`src/rtl/bus_master_arb.sv`:
```
`default_nettype none
// +-------------------------------------------------------------------------+
// | bus_master_arb: 4-master round-robin arbiter onto one shared slave bus  |
// | with a bounded ready wait and a one-cycle abort.         Revision: 1.0  |
// +-------------------------------------------------------------------------+
module bus_master_arb #(
  parameter int TIMEOUT = 255
) (
  input  logic         clk,
  input  logic         rstn,
  input  logic [3:0]   m_csn,
  input  logic [3:0]   m_wen,
  input  logic [127:0] m_addr,
  input  logic [127:0] m_wdata,
  output logic [127:0] m_rdata,
  output logic [3:0]   m_rdyn,
  output logic         b_csn,
  output logic         b_wen,
  output logic [31:0]  b_addr,
  output logic [31:0]  b_wdata,
  input  logic [31:0]  b_rdata,
  input  logic         b_rdyn,
  output logic [3:0]   gnt,
  output logic         err,
  output logic [1:0]   err_id
);

  typedef enum logic [1:0] {
    IDLE  = 2'd0,
    BUSY  = 2'd1,
    ABORT = 2'd2
  } state_t;

  state_t         state_q, state_d;
  logic [3:0]     gnt_q, gnt_d;
  logic [1:0]     last_q, last_d;
  logic [1:0]     idx_q, idx_d;
  logic [7:0]     cnt_q, cnt_d;
  logic           b_csn_q, b_csn_d;
  logic           b_wen_q, b_wen_d;
  logic [31:0]    b_addr_q, b_addr_d;
  logic [31:0]    b_wdata_q, b_wdata_d;
  logic [127:0]   rdata_q, rdata_d;
  logic           err_q, err_d;
  logic [1:0]     err_id_q, err_id_d;

  logic           win_found;
  logic [1:0]     win_idx;
  logic [1:0]     cand;
  logic           done;

  // Round-robin search starting one past the previous owner.
  always_comb begin
    win_found = 1'b0;
    win_idx   = 2'd0;
    cand      = 2'd0;
    for (int k = 1; k < 5; k++) begin
      cand = last_q + 2'(k);
      if (!win_found && !m_csn[cand]) begin
        win_found = 1'b1;
        win_idx   = cand;
      end
    end
  end

  assign done = (state_q == BUSY) && !b_rdyn;

  always_comb begin
    state_d   = state_q;
    gnt_d     = gnt_q;
    last_d    = last_q;
    idx_d     = idx_q;
    cnt_d     = cnt_q;
    b_csn_d   = b_csn_q;
    b_wen_d   = b_wen_q;
    b_addr_d  = b_addr_q;
    b_wdata_d = b_wdata_q;
    rdata_d   = rdata_q;
    err_d     = 1'b0;
    err_id_d  = err_id_q;
    case (state_q)
      IDLE: begin
        if (win_found) begin
          state_d   = BUSY;
          gnt_d     = 4'b0001 << win_idx;
          idx_d     = win_idx;
          last_d    = win_idx;
          cnt_d     = 8'd0;
          b_csn_d   = 1'b0;
          b_wen_d   = m_wen[win_idx];
          b_addr_d  = m_addr[{win_idx, 5'd0} +: 32];
          b_wdata_d = m_wdata[{win_idx, 5'd0} +: 32];
        end
      end
      BUSY: begin
        // Ready wins over a timeout landing on the same cycle.
        if (!b_rdyn) begin
          state_d = IDLE;
          gnt_d   = 4'b0000;
          b_csn_d = 1'b1;
          rdata_d[{idx_q, 5'd0} +: 32] = b_rdata;
        end else if (cnt_q == 8'(TIMEOUT - 1)) begin
          state_d  = ABORT;
          b_csn_d  = 1'b1;
          rdata_d[{idx_q, 5'd0} +: 32] = 32'h0;
          err_d    = 1'b1;
          err_id_d = idx_q;
        end else begin
          cnt_d = cnt_q + 8'd1;
        end
      end
      ABORT: begin
        state_d = IDLE;
        gnt_d   = 4'b0000;
      end
      default: begin
        state_d = IDLE;
        gnt_d   = 4'b0000;
        b_csn_d = 1'b1;
      end
    endcase
  end

  always_ff @(posedge clk or negedge rstn) begin
    if (!rstn) begin
      state_q   <= IDLE;
      gnt_q     <= 4'b0000;
      last_q    <= 2'd3;
      idx_q     <= 2'd0;
      cnt_q     <= 8'd0;
      b_csn_q   <= 1'b1;
      b_wen_q   <= 1'b1;
      b_addr_q  <= 32'h0;
      b_wdata_q <= 32'h0;
      rdata_q   <= 128'h0;
      err_q     <= 1'b0;
      err_id_q  <= 2'd0;
    end else begin
      state_q   <= state_d;
      gnt_q     <= gnt_d;
      last_q    <= last_d;
      idx_q     <= idx_d;
      cnt_q     <= cnt_d;
      b_csn_q   <= b_csn_d;
      b_wen_q   <= b_wen_d;
      b_addr_q  <= b_addr_d;
      b_wdata_q <= b_wdata_d;
      rdata_q   <= rdata_d;
      err_q     <= err_d;
      err_id_q  <= err_id_d;
    end
  end

  // The completing master sees the slave data in the ready cycle itself.
  always_comb begin
    m_rdata = rdata_q;
    if (done) m_rdata[{idx_q, 5'd0} +: 32] = b_rdata;
  end

  assign m_rdyn  = ~(gnt_q & {4{done | (state_q == ABORT)}});
  assign gnt     = gnt_q;
  assign b_csn   = b_csn_q;
  assign b_wen   = b_wen_q;
  assign b_addr  = b_addr_q;
  assign b_wdata = b_wdata_q;
  assign err     = err_q;
  assign err_id  = err_id_q;

endmodule
`default_nettype wire

```
`config.mk`:
```
export PLATFORM = sky130hd
export DESIGN_NAME = bus_master_arb
export DESIGN_NICKNAME = d
export VERILOG_FILES = /design/src/rtl/bus_master_arb.sv
export SDC_FILE = /design/constraint.sdc
export NUM_CORES = 1
export LEC_CHECK = 0
export ABC_AREA = 0
export CORE_AREA = 2 2 195 197
export CTS_CLUSTER_DIAMETER = 150
export DETAILED_ROUTE_END_ITERATION = 8
export DIE_AREA = 0 0 197 199
export PLACE_DENSITY = 0.69
export SYNTH_ARGS = -nofsm -noshare
export SYNTH_HDL_FRONTEND = slang
export SYNTH_SLANG_ARGS = --single-unit
```
`constraint.sdc`:
```
create_clock -name clk -period 2.1 [get_ports clk]
set_input_delay 0.42 -clock clk [delete_from_list [all_inputs] [get_ports clk]]
set_output_delay 0.42 -clock clk [all_outputs]
set_load 0.05 [all_outputs]
```
### After elaboration in Yosys (flattened, before gate mapping)

Cells that the tools add are included.

| operators by class | value |
|---|---|
| add/sub/neg operators | 5 |
| order comparisons | 5 |
| equality and inequality tests | 9 |
| shift-type cells | 6 |
| multiplexer cells | 41 |
| bitwise operators | 4 |
| reduce and logical (&&, ||, !) cells | 19 |

Operator list:

| operator | count |
|---|---|
| 128-bit two-way mux | 3 |
| 128-bit bitwise mux | 2 |
| 128-bit by 8-bit indexed part select with 32-bit output | 2 |
| 32-bit by 9-bit variable shift with 128-bit output (first input constant) | 1 |
| 32-bit by 9-bit indexed part select with 128-bit output | 1 |
| 32-bit by 9-bit indexed part select with 128-bit output (first input constant) | 1 |
| 8-bit two-way mux | 3 |
| 8-bit case mux with 2 select lines | 1 |
| 2-bit by 3-bit < comparator with 1-bit output (second input constant) | 5 |
| 1-bit two-way mux | 15 |
| 2-bit two-way mux | 7 |
| 1-bit binary-select mux with 2-bit select | 5 |
| 7-bit negation with 9-bit output | 1 |
| 8-bit by 1-bit adder with 8-bit output (second input constant) | 1 |
| 8-bit == test (second input constant) | 1 |
| 4-bit two-way mux | 2 |
| 2-bit inequality test (second input constant) | 4 |
| 4-bit case mux with 2 select lines | 1 |
| 2-bit AND reduction | 4 |
| 1-bit logical NOT | 6 |
| 3-bit AND reduction | 2 |
| 2-bit adder (second input constant) | 2 |
| 4-bit AND | 1 |
| 1-bit logical AND | 4 |
| 14 further kinds | 14 |

| word-level totals | value |
|---|---|
| flip-flop bits (word level) | 215 |
| bits of input ports | 299 |
| output and inout port bits | 205 |
| logic and storage cells | 101 |

### Depth between registers and ports, before layout

| logic depth | value |
|---|---|
| depth in word-level cells | 15 |
| depth in mapped cells | 8 |
| gate-level depth less buffers | 7 |

### Worst setup path before layout

Ideal clock, no wire load.

| path | value |
|---|---|
| path kind | reg-to-output |
| start point | reg idx_q[0] |
| end point | out m_rdata[0] |
| data arrival time | 2.046 ns |
| required time | 1.680 ns |
| setup slack | -0.366 ns |
| cell stages (with the launch flop) | 8 |
| path buffers | 2 |
| path through | dfrtp_1 -> inv_1 -> ha_1 -> nand2_1 -> nor4b_1 -> buf_2 -> buf_2 -> a22o_1 |

| between the ends | value |
|---|---|
| longest elaborated chain between the ends | 4 |
| elaborated cells between the ends (all ways) | 5 |
| those cells by class | add/sub (1); shift (2); mux (2) |

Ends and longest elaborated chain:

| element | line | RTL |
|---|---|---|
| from (decl) | 37 | `logic [1:0] idx_q, idx_d;` |
| from (signal assigned) | 142 | `idx_q <= idx_d;` |
| 7-bit negation with 9-bit output * | 157 | `if (done) m_rdata[{idx_q, 5'd0} +: 32] = b_rdata;` |
| 32-bit by 9-bit indexed part select with 128-bit output / 32-bit by 9-bit variable shift with 128-bit output (equally long branches) | 157 |  |
| 128-bit bitwise mux * | 157 |  |
| 128-bit two-way mux * | 157 |  |
| to (decl) | 15 | `output logic [127:0] m_rdata,` |

Every way passes the cells marked *; elsewhere a longest branch is shown, timed or not.

### Worst setup path after layout

| path | value |
|---|---|
| start point | reg idx_q[0] |
| end point | out m_rdata[78] |

Same word-level chain as after synthesis.

==> results.py <==
metrics = {
    "run_status": {
        "status": "complete, but fails checks",
        "violations": "negative setup slack",
    },
    "synth": {
        "syn_inst": 963,
        "async_flop_share_pct": 100,
        "synth_fp_nets": 1269,
        "synth_top_cell_area_share_pct": 48.2,
        "synth_commonest_cells": "a22o_1, dfrtp_1, mux2i_1",
        "synth_enable_flop_cells": 0,
        "yosys-top-cells-area": "dfrtp_1, a22o_1, mux2i_1",
        "netlist_area_um2": 11000,
        "yosysMostFrequentCell": "a22o_1",
        "synth_cell_types": 41,
        "ys_ff_latch": 215,
        "yosysTopAreaCell": "dfrtp_1",
        "avgSynthCellArea_um2": 11.4,
        "synthFlopType": "dfrtp_1",
        "yosysSeqAreaShare_pct": 49.1,
        "synth_warnings": 0,
    },
    "placed_design": {
        "gp_congestion": 0.874,
        "dpl_worst_slack_ns": -0.608,
        "port_buffers": 503,
        "dpl.hpwl_mm": 34.1,
    },
    "critical_path": {
        "crit_path_end_kind": "output pin",
        "path_class": "flop to output pin",
        "worst-endpoint-arrival_ns": 2.31,
        "reg2reg_depth": 7,
        "reg2reg_slack_ns": 0.03,
        "crit_required_ns": 1.68,
        "crit_path_max_fanout": 11,
        "timing.rr.end": "b_wdata[8]",
        "start_kind": "flop",
        "reg2reg_from": "last_q[0]",
    },
    "final_layout": {
        "n_fill_cell": 2949,
        "drive_gt1_share_pct": 35.5,
        "areaGrowthSynthToFinish_pct": 98.3,
        "diodes": 0,
        "nets": 1871,
    },
    "global_routing": {
        "antenna_found_initial": 1,
        "grt_pass1_wl_mm": 68.1,
        "track_usage_pct": 22.5,
        "grt_max_degree": 57,
        "grt_pass1_vias": 11200,
        "overflow": 0,
    },
    "drt": {
        "ant_nets": 0,
        "routedWlPerCell_um": 23.8,
        "num_vias": 11200,
        "detail_route.first_pass.iterations": 5,
        "vias_per_cell": 5.42,
        "drc": 0,
        "postRouteWirelength_mm": 48.9,
        "drt_iter0_drc": 660,
    },
    "power": {
        "power_mw": 26.2,
        "power.leakage_nw": 10.1,
        "cellPowerDensity_nw_per_um2": 1200,
        "peakVddDrop_mv": 0.603,
    },
    "floorplan": {
        "io_pins": 504,
        "die-area_um2": 39200,
        "start_util_pct": 29.5,
        "die_h_um": 199,
        "die_w_um": 197,
        "num_rows": 71,
        "coreArea_um2": 37100,
    },
    "timing": {
        "holdWs_ns": 0.410,
        "fin_worst_skew_ns": 0.0300,
        "rsz0062_at_grt": "yes",
        "setup_viol": 132,
        "maxClockFrequency_ghz": 0.366,
        "max_slew_margin_pct": 57.9,
        "hold_viol": 0,
        "tightest_slew_ns": 0.632,
        "fin_crit_sh_pct": 130,
        "period_needed_ns": 2.73,
        "drv_slew": 0,
        "setup_ws_ns": -0.635,
    },
    "clock_network": {
        "cts_tree": "done",
        "path_clk_slew_ns": 0.06,
        "root_buffer": "clkbuf_16",
        "clock-sinks": 215,
        "clock_path_buffers": 3,
        "clock_latency_ns": 0.55,
        "h-tree-depth": 1,
        "cts_buffers": 26,
    },
    "min_path": {
        "hold_class": "input pin to async pin",
    },
    "run": {
        "drv_cap": 0,
    },
}
[state kept, by name (all words and copies together), names as in the netlist]
name     count
idx_q        2
cnt_q        8
rdata_q    128
b_csn        1
state_q      2
last_q       2
b_wen        1
gnt          4
b_addr      32
b_wdata     32
err          1
err_id       2
[stage by stage]
step	util [%]	setup TNS [ns]	cells	cell area, um^2
floorplan	-	-5.69	963	12100
global placement	52.8	-99.71	1951	19600
detailed placement	52.8	-108.48	1951	19600
CTS	56.8	-74.25	2028	21100
global route	58.6	-87.78	2059	21700
finish	58.6	-76.18	2059	21700
[where the power goes]
group	switching, mW	internal (mW)
logic	7.97	7.16
clock network	1.86	2.87
registers	0.956	5.37
[area by class of cell]
| type | count | area [um^2] | share of cell area (%) |
|---|---|---|---|
| Clock buffer | 38 | 756 | 3.48 |
| Clock inverter | 10 | 155 | 0.713 |
| Inverter | 7 | 28.8 | 0.132 |
| Multi-Input combinational cell | 622 | 6380 | 29.3 |
| Sequential cell | 215 | 5390 | 24.8 |
| Tap cell | 474 | 593 | 2.73 |
| Timing Repair Buffer | 693 | 8450 | 38.9 |
[logic make-up after synthesis]
logic type / share of synthesized area (%)
AND/OR/NAND/NOR: 5.34
AO/OA/AOI/OAI: 27.2
multiplexers: 12.2
buffers and inverters: 5.04
adder cells (fa/ha/maj): 0.799
flip-flops: 49.1
XOR/XNOR: 0.320
[what timing repair did]
item,CTS,global route
endpoints found under the hold margin,45,0
hold buffers,1,0
pin swaps,9,19
buffers inserted,24,21
setup endpoints to repair,184,186
cloned,4,15
gates resized for setup,114,55
[critical path, stage by stage (launching register included)]
cell and delay (ns):
dfrtp_1 0.40, inv_4 0.08, ha_4 0.33, nand2_4 0.06
nor4_4 0.26, buf_12 0.20, clkbuf_16 0.18, a22o_4 0.13
buf_12 0.13
[layer usage]
layer / track usage [%] / vias up / share of wire [%]
met5: 0 / - / 0
met4: 6.99 / 0 / 2.6
met3: 4.73 / 83 / 7.5
li1: - / 4968 / -
met1: 28.7 / 5602 / 39
met2: 38.1 / 503 / 51
[worst max path at each step]
stage | start | slack (ns) | to | cells past startpoint
after CTS | idx_q[0] | -0.64 | m_rdata[79] | 8
after global routing | state_q[1] | -0.72 | m_rdata[13] | 8
after global placement | b_rdyn | -0.62 | m_rdata[22] | 8
after detailed placement | b_rdyn | -0.61 | m_rdata[41] | 8
final | idx_q[0] | -0.63 | m_rdata[78] | 8
after floorplan | idx_q[0] | -0.09 | m_rdata[64] | 6
[cells in the final DEF, fill, tap and decap left out, types with 9 or more instances in the layout]
cell,instances
dfrtp_1,211
a22o_1,128
mux2i_1,118
nor2_1,12
nand2_1,80
clkbuf_16,40
buf_6,27
clkdlybuf4s50_1,297
a22o_4,128
buf_4,136
o221ai_1,64
dlygate4sd2_1,52
o21ai_0,9
buf_12,150
mux2i_2,12
buf_8,9
No activity file was read; power rests on OpenSTA's default activity.
